--- src/rtl/fifo_burst_reader_if.sv ---
// ----------------------------------------------------------------------------
// fifo_burst_reader_if
// Bundles the command, FIFO read-side and downstream valid/ready channel of
// the burst reader so they travel as one port.
//
// Signals
//   start       command : begin a burst (sampled by the reader only when idle)
//   burst_len   command : beats-1 of the burst, captured with start
//   busy        status  : burst in progress, through the done pulse
//   done        status  : one-cycle pulse after the final beat handshake
//   fifo_rd_en  FIFO    : pop request to a show-ahead FIFO
//   fifo_data   FIFO    : FIFO head word
//   fifo_empty  FIFO    : FIFO empty flag
//   m_valid     stream  : beat valid
//   m_ready     stream  : downstream ready
//   m_data      stream  : beat data
//   m_last      stream  : final beat of the burst
//
// Modports
//   master : the burst reader itself
//   slave  : the environment (command source, FIFO and downstream sink)
// ----------------------------------------------------------------------------
interface fifo_burst_reader_if #(
   parameter int DATA_WIDTH = 32,
   parameter int LEN_WIDTH  = 8
);

   logic                  start;
   logic [LEN_WIDTH-1:0]  burst_len;
   logic                  busy;
   logic                  done;

   logic                  fifo_rd_en;
   logic [DATA_WIDTH-1:0] fifo_data;
   logic                  fifo_empty;

   logic                  m_valid;
   logic                  m_ready;
   logic [DATA_WIDTH-1:0] m_data;
   logic                  m_last;

   modport master (
      input  start,
      input  burst_len,
      output busy,
      output done,
      output fifo_rd_en,
      input  fifo_data,
      input  fifo_empty,
      output m_valid,
      input  m_ready,
      output m_data,
      output m_last
   );

   modport slave (
      output start,
      output burst_len,
      input  busy,
      input  done,
      input  fifo_rd_en,
      output fifo_data,
      output fifo_empty,
      input  m_valid,
      output m_ready,
      input  m_data,
      input  m_last
   );

endinterface

--- src/rtl/fifo_burst_reader.sv ---
// ----------------------------------------------------------------------------
// fifo_burst_reader
// Read-side master for a show-ahead FIFO. A start command pops exactly
// burst_len+1 words and presents them downstream on a valid/ready channel
// with last. A 2-entry skid buffer sits between the FIFO and the output so
// that m_ready never reaches fifo_rd_en combinationally: the pop decision only
// looks at registered state and fifo_empty.
//
// Ports
//   clk    in  clock, all logic on the rising edge
//   rst_n  in  asynchronous active-low reset
//   bus    fifo_burst_reader_if.master
//            command  : start, burst_len -> busy, done
//            FIFO     : fifo_rd_en -> fifo_data, fifo_empty
//            stream   : m_valid, m_data, m_last -> m_ready
//
// Parameters
//   DATA_WIDTH  width of fifo_data / m_data
//   LEN_WIDTH   width of burst_len (beats-1 encoding)
// ----------------------------------------------------------------------------
module fifo_burst_reader #(
   parameter int DATA_WIDTH = 32,
   parameter int LEN_WIDTH  = 8
) (
   input  logic                 clk,
   input  logic                 rst_n,
   fifo_burst_reader_if.master  bus
);

   typedef enum logic [1:0] {
      S_IDLE  = 2'd0,
      S_READ  = 2'd1,
      S_DRAIN = 2'd2,
      S_DONE  = 2'd3
   } state_t;

   localparam logic [LEN_WIDTH:0] POPS_ONE = (LEN_WIDTH+1)'(1);
   localparam logic [1:0]         BUF_FULL = 2'd2;

   // Control state
   state_t                state_q;
   logic [LEN_WIDTH:0]    pops_left_q;   // words still to pop (up to 2^LEN_WIDTH)
   logic [LEN_WIDTH-1:0]  len_q;         // captured burst_len, index of the last beat
   logic [LEN_WIDTH-1:0]  beat_idx_q;    // index of the beat at the buffer head
   logic                  busy_q;
   logic                  done_q;

   // Skid buffer: entry 0 is always the head when buf_cnt_q != 0
   logic [1:0]            buf_cnt_q, buf_cnt_d;
   logic [DATA_WIDTH-1:0] buf0_q,    buf0_d;
   logic [DATA_WIDTH-1:0] buf1_q,    buf1_d;

   logic                  pop;           // FIFO pop this cycle
   logic                  beat_hs;       // downstream handshake this cycle
   logic                  head_last;     // head beat is the final one

   // The pop only looks at registered state and the FIFO flag; the buffer
   // always has a free slot when buf_cnt_q < 2, whatever m_ready does.
   assign pop       = (state_q == S_READ) && !bus.fifo_empty &&
                      (pops_left_q != '0) && (buf_cnt_q != BUF_FULL);
   assign beat_hs   = (buf_cnt_q != 2'd0) && bus.m_ready;
   assign head_last = (buf_cnt_q != 2'd0) && (beat_idx_q == len_q);

   assign bus.fifo_rd_en = pop;
   assign bus.m_valid    = (buf_cnt_q != 2'd0);
   assign bus.m_data     = buf0_q;
   assign bus.m_last     = head_last;
   assign bus.busy       = busy_q;
   assign bus.done       = done_q;

   // ------------------------------------------------------------------------
   // Skid buffer next state. Push goes to the first free slot; a handshake
   // shifts entry 1 down to the head. With one entry, a simultaneous push and
   // handshake replaces the head directly. A push while full cannot happen
   // because pop is gated by buf_cnt_q.
   // ------------------------------------------------------------------------
   always_comb begin
      buf_cnt_d = buf_cnt_q;
      buf0_d    = buf0_q;
      buf1_d    = buf1_q;
      unique case ({pop, beat_hs})
         2'b10: begin
            if (buf_cnt_q == 2'd0) begin
               buf0_d = bus.fifo_data;
            end else begin
               buf1_d = bus.fifo_data;
            end
            buf_cnt_d = buf_cnt_q + 2'd1;
         end
         2'b01: begin
            buf0_d    = buf1_q;
            buf_cnt_d = buf_cnt_q - 2'd1;
         end
         2'b11: begin
            if (buf_cnt_q == 2'd1) begin
               buf0_d = bus.fifo_data;
            end else begin
               buf0_d = buf1_q;
               buf1_d = bus.fifo_data;
            end
         end
         default: begin
         end
      endcase
   end

   // ------------------------------------------------------------------------
   // Burst FSM with registered busy/done, plus the skid buffer registers.
   // Data registers are reset too so m_data reads 0 out of reset.
   // ------------------------------------------------------------------------
   always_ff @(posedge clk or negedge rst_n) begin
      if (!rst_n) begin
         state_q     <= S_IDLE;
         pops_left_q <= '0;
         len_q       <= '0;
         beat_idx_q  <= '0;
         busy_q      <= 1'b0;
         done_q      <= 1'b0;
         buf_cnt_q   <= 2'd0;
         buf0_q      <= '0;
         buf1_q      <= '0;
      end else begin
         buf_cnt_q <= buf_cnt_d;
         buf0_q    <= buf0_d;
         buf1_q    <= buf1_d;

         if (beat_hs) begin
            beat_idx_q <= beat_idx_q + 1'b1;
         end

         unique case (state_q)
            S_IDLE: begin
               done_q <= 1'b0;
               if (bus.start) begin
                  state_q     <= S_READ;
                  pops_left_q <= (LEN_WIDTH+1)'(bus.burst_len) + POPS_ONE;
                  len_q       <= bus.burst_len;
                  beat_idx_q  <= '0;
                  busy_q      <= 1'b1;
               end
            end

            S_READ: begin
               if (pop) begin
                  pops_left_q <= pops_left_q - POPS_ONE;
                  if (pops_left_q == POPS_ONE) begin
                     state_q <= S_DRAIN;
                  end
               end
            end

            // The last word entered the buffer no earlier than the READ->DRAIN
            // edge, so the final handshake is always seen here.
            S_DRAIN: begin
               if (beat_hs && head_last) begin
                  state_q <= S_DONE;
                  done_q  <= 1'b1;
               end
            end

            S_DONE: begin
               state_q <= S_IDLE;
               done_q  <= 1'b0;
               busy_q  <= 1'b0;
            end

            default: begin
               state_q <= S_IDLE;
            end
         endcase
      end
   end

endmodule

--- src/flat_wrapper.sv ---
// flat-port wrapper written by rule: the top's interface ports become plain ports
module fifo_burst_reader_flat 
#(
   parameter int DATA_WIDTH = 32,
   parameter int LEN_WIDTH  = 8
)
  (clk, rst_n, bus_start, bus_burst_len, bus_busy, bus_done, bus_fifo_rd_en, bus_fifo_data, bus_fifo_empty, bus_m_valid, bus_m_ready, bus_m_data, bus_m_last);
  fifo_burst_reader_if #(.DATA_WIDTH(DATA_WIDTH), .LEN_WIDTH(LEN_WIDTH)) bus_i ();
  input  logic clk;
  input  logic rst_n;
  input wire logic [$bits(bus_i.start)-1:0] bus_start;
  input wire logic [$bits(bus_i.burst_len)-1:0] bus_burst_len;
  output wire logic [$bits(bus_i.busy)-1:0] bus_busy;
  output wire logic [$bits(bus_i.done)-1:0] bus_done;
  output wire logic [$bits(bus_i.fifo_rd_en)-1:0] bus_fifo_rd_en;
  input wire logic [$bits(bus_i.fifo_data)-1:0] bus_fifo_data;
  input wire logic [$bits(bus_i.fifo_empty)-1:0] bus_fifo_empty;
  output wire logic [$bits(bus_i.m_valid)-1:0] bus_m_valid;
  input wire logic [$bits(bus_i.m_ready)-1:0] bus_m_ready;
  output wire logic [$bits(bus_i.m_data)-1:0] bus_m_data;
  output wire logic [$bits(bus_i.m_last)-1:0] bus_m_last;
  assign bus_i.start = bus_start;
  assign bus_i.burst_len = bus_burst_len;
  assign bus_busy = bus_i.busy;
  assign bus_done = bus_i.done;
  assign bus_fifo_rd_en = bus_i.fifo_rd_en;
  assign bus_i.fifo_data = bus_fifo_data;
  assign bus_i.fifo_empty = bus_fifo_empty;
  assign bus_m_valid = bus_i.m_valid;
  assign bus_i.m_ready = bus_m_ready;
  assign bus_m_data = bus_i.m_data;
  assign bus_m_last = bus_i.m_last;
  fifo_burst_reader #(.DATA_WIDTH(DATA_WIDTH), .LEN_WIDTH(LEN_WIDTH)) u_core (.clk(clk), .rst_n(rst_n), .bus(bus_i));
endmodule
--- config.mk ---
export PLATFORM = sky130hd
export DESIGN_NAME = fifo_burst_reader_flat
export DESIGN_NICKNAME = d
export VERILOG_FILES = /design/src/rtl/fifo_burst_reader_if.sv /design/src/rtl/fifo_burst_reader.sv /design/src/flat_wrapper.sv
export SDC_FILE = /design/constraint.sdc
export NUM_CORES = 1
export LEC_CHECK = 0
export CAP_MARGIN = 20
export CORE_UTILIZATION = 48
export CTS_BUF_LIST = sky130_fd_sc_hd__clkbuf_16
export CTS_CLUSTER_SIZE = 20
export DETAILED_ROUTE_END_ITERATION = 8
export GPL_TIMING_DRIVEN = 0
export PLACE_DENSITY = 0.77
export SLEW_MARGIN = 20
export SYNTH_ARGS = -nofsm -noshare
export SYNTH_HDL_FRONTEND = slang
export SYNTH_SLANG_ARGS = --single-unit
--- constraint.sdc ---
create_clock -name clk -period 2.54 [get_ports clk]
set_input_delay 0.762 -clock clk [delete_from_list [all_inputs] [get_ports clk]]
set_output_delay 0.762 -clock clk [all_outputs]
set_load 0.02 [all_outputs]
==> impl_metrics.yaml <==
setup_path:
  cpPeakStageDelay_ns: 0.41
  cp_cell_sequence: "xnor2_1, nand2_1, or3_1, nor3_2, buf_4"
  critical_path.top_delay_family: "simple AND/OR/NAND/NOR gates"
  path_class: "flip-flop to primary output"
  critPathArrivalTime_ns: 1.80
  crit_path_end_kind: "primary output"
  slowest_stage: "dfrtp_1"
  crit_required_ns: 1.78
  crit_buf_inv: 1
  cp_max_fo: 3
  crit_path_start_kind: "flip-flop"
synthesis:
  yosysTopAreaCellShare_pct: 51.45
  synth-seq-cells: 95
  synthCells: 444
  yosysTopAreaCell: "dfrtp_1"
  synth_common_cells: "dfrtp_1, nand2_1, nor2_1, a21oi_1, mux2_2"
  yosys_warnings: 0
  ys_types: 43
  synth_edf_count: 0
  synthArstFlopShare_pct: 100.0
  synth_most_common_cell: "dfrtp_1"
  synth.avg_cell_area_um2: 10.41
  synth_ff_type: "dfrtp_1"
  synth_area_um2: 4621
  synth_area_leaders: "dfrtp_1, mux2_2, a22oi_1"
  syn-num-nets: 505
  synth.yosys.seq_area_share_pct: 51.45
timing:
  period_share_pct: 100.9
  hold_violations: 0
  setup_ws_ns: -0.02341
  worst_pin_slew_ns: 0.6346
  rsz0062_at_grt: "yes"
  finClkSkew_ns: 0.006763
  slew_violations: 0
  fin_hold_ws_ns: 0.2457
  fmax_ghz: 0.3901
  min_period_ns: 2.563
  finalSetupViolCount: 2
  tns_ns: -0.02487
  relSlewSlack_pct: 57.62
finish:
  finalNonFillerCells: 690
  drive_gt1_share_pct: 20.14
  layout.nets: 617
  antenna_cells: 0
  area.growth.synth_to_final_pct: 34.71
flow_run:
  cap_violations: 0
route:
  post_drt_wl_per_cell_um: 16.31
  post_drt_via_cell_ratio: 5.439
  wl_mm: 11.26
  drc: 0
  ant_nets: 0
  drt_pass1_iterations: 4
  drtIter0Drc: 123
  vias: 3753
min_path:
  hold_class: "input port to asynchronous set/reset pin"
clock_network:
  cts_max_level: 3
  cts_sinks: 95
  cts.clk_slew.worst_paths_ns: 0.07
  clockBufferDepth: 2
  ctsHoldBuffers: 0
  clock-root-buffer: "clkbuf_16"
  clk_latency_ns: 0.34
  cts_made_buffers: 9
  cts_tree: "done"
floorplanning:
  coreArea_um2: 9284
  ios: 82
  die-area_um2: 10020
  die_h_um: 100.1
  fp-row-count: 35
  die_w_um: 100.1
  initial_core_util_pct: 49.77
global_routing:
  grt_pass1_wl_mm: 17.42
  antenna_found_initial: 0
  grtUsageTotal_pct: 22.27
  gr-total-overflow: 0
  grt_pass1_vias: 3658
  grt_max_degree: 83
placed_design:
  dpl.hpwl_mm: 7.324
  globalplace.congestion: 0.8583
  dp_cells: 655
  pre_cts_slack_ns: -0.5838
  io_buffers: 81
pwr:
  p_leak_nw: 2.655
  power_mw: 7.734
  powerDensity_nw_per_um2: 1243
  peakVddDrop_uv: 526.6
run_status:
  violations: "setup timing"
  outcome: "complete, but fails checks"
[sequential cells by signal (all words and copies together) (netlist names)]
signal	count
u_core.buf1_q	32
u_core.beat_idx_q	8
u_core.bus.m_data	32
u_core.bus.busy	1
u_core.buf_cnt_q	2
u_core.bus.done	1
u_core.state_q	2
u_core.len_q	8
u_core.pops_left_q	9
[cell families (layout without fill, tap and decap cells)]
| logic type | count (synthesis) | in the layout | share of synthesized area, % |
|---|---|---|---|
| xor gates and xnor gates | 20 | 20 | 3.791 |
| adders and majority gates | 16 | 16 | 4.332 |
| and+or+nand+nor | 137 | 137 | 13.49 |
| DFF | 95 | 95 | 51.45 |
| muxes | 35 | 35 | 8.476 |
| buffers and inverters | 39 | 156 | 4.360 |
| AOI/OAI and AO/OA | 102 | 102 | 14.11 |
[repair_timing]
item / 4_1_cts / 5_1_grt
cloned: 1 / 2
gates resized for setup: 28 / 27
endpoints found under the setup margin: 64 / 65
buffers inserted: 5 / 12
pin swaps: 3 / 6
[power by group]
| part | switching, mW | internal [mW] | total [mW] |
|---|---|---|---|
| clock | 0.617 | 0.685 | 1.30 |
| combinational | 1.91 | 1.81 | 3.72 |
| sequential | 0.469 | 2.25 | 2.71 |
[stage by stage]
step | instance area (um2) | utilization, %
after floorplan | 4636 | -
after global placement | 5608 | 60.40
after detailed placement | 5637 | 60.71
after CTS | 6033 | 64.99
after global routing | 6225 | 67.05
final | 6225 | 67.05
[routing by layer]
layer / global-route usage, % / wire length [um] / vias up
li1: - / - / 1780
met1: 29.27 / 4966 / 1863
met2: 36.66 / 5675 / 88
met3: 3.203 / 322 / 22
met4: 10.37 / 293 / 0
met5: 0 / 0 / -
[final cells by class]
| class | count | area, um2 |
|---|---|---|
| plain buffers | 22 | 205.2 |
| clock buffers | 9 | 225.2 |
| clock inverters | 7 | 63.81 |
| fillers | 714 | 3059 |
| inverters | 16 | 65.06 |
| multi-input cells | 310 | 2122 |
| flip-flops and latches | 95 | 2381 |
| well taps | 129 | 161.4 |
| repair buffers | 102 | 1001 |
[cells in the final DEF, fill, tap and decap left out, types with 11 or more instances in the layout]
cell type	n
a21oi_1	40
nor2_1	44
xnor2_1	13
buf_6	14
o21ai_0	13
nand2_1	47
clkdlybuf4s50_1	76
a22oi_1	32
ha_1	15
mux2_2	32
inv_1	15
buf_4	17
dfrtp_1	92
clkbuf_16	11
[path summary, 6_finish.rpt]
kind,end,depth (start not counted),startpoint,slack [ns]
worst max-delay path,bus_m_last,5,u_core.beat_idx_q[6]$_DFF_PN0_,-0.02
worst min-delay path,u_core.bus.busy$_DFFE_PN0P_,1,rst_n,0.25
worst max register to register,u_core.buf1_q[5]$_DFFE_PN0P_,12,u_core.pops_left_q[4]$_DFFE_PN0P_,0.05
worst min register to register,u_core.len_q[7]$_DFFE_PN0P_,2,u_core.len_q[7]$_DFFE_PN0P_,0.50
max in group asynchronous,u_core.beat_idx_q[1]$_DFF_PN0_,2,rst_n,1.64
min in group clk,u_core.len_q[7]$_DFFE_PN0P_,2,u_core.len_q[7]$_DFFE_PN0P_,0.50
(Power assumes the default switching activity.)
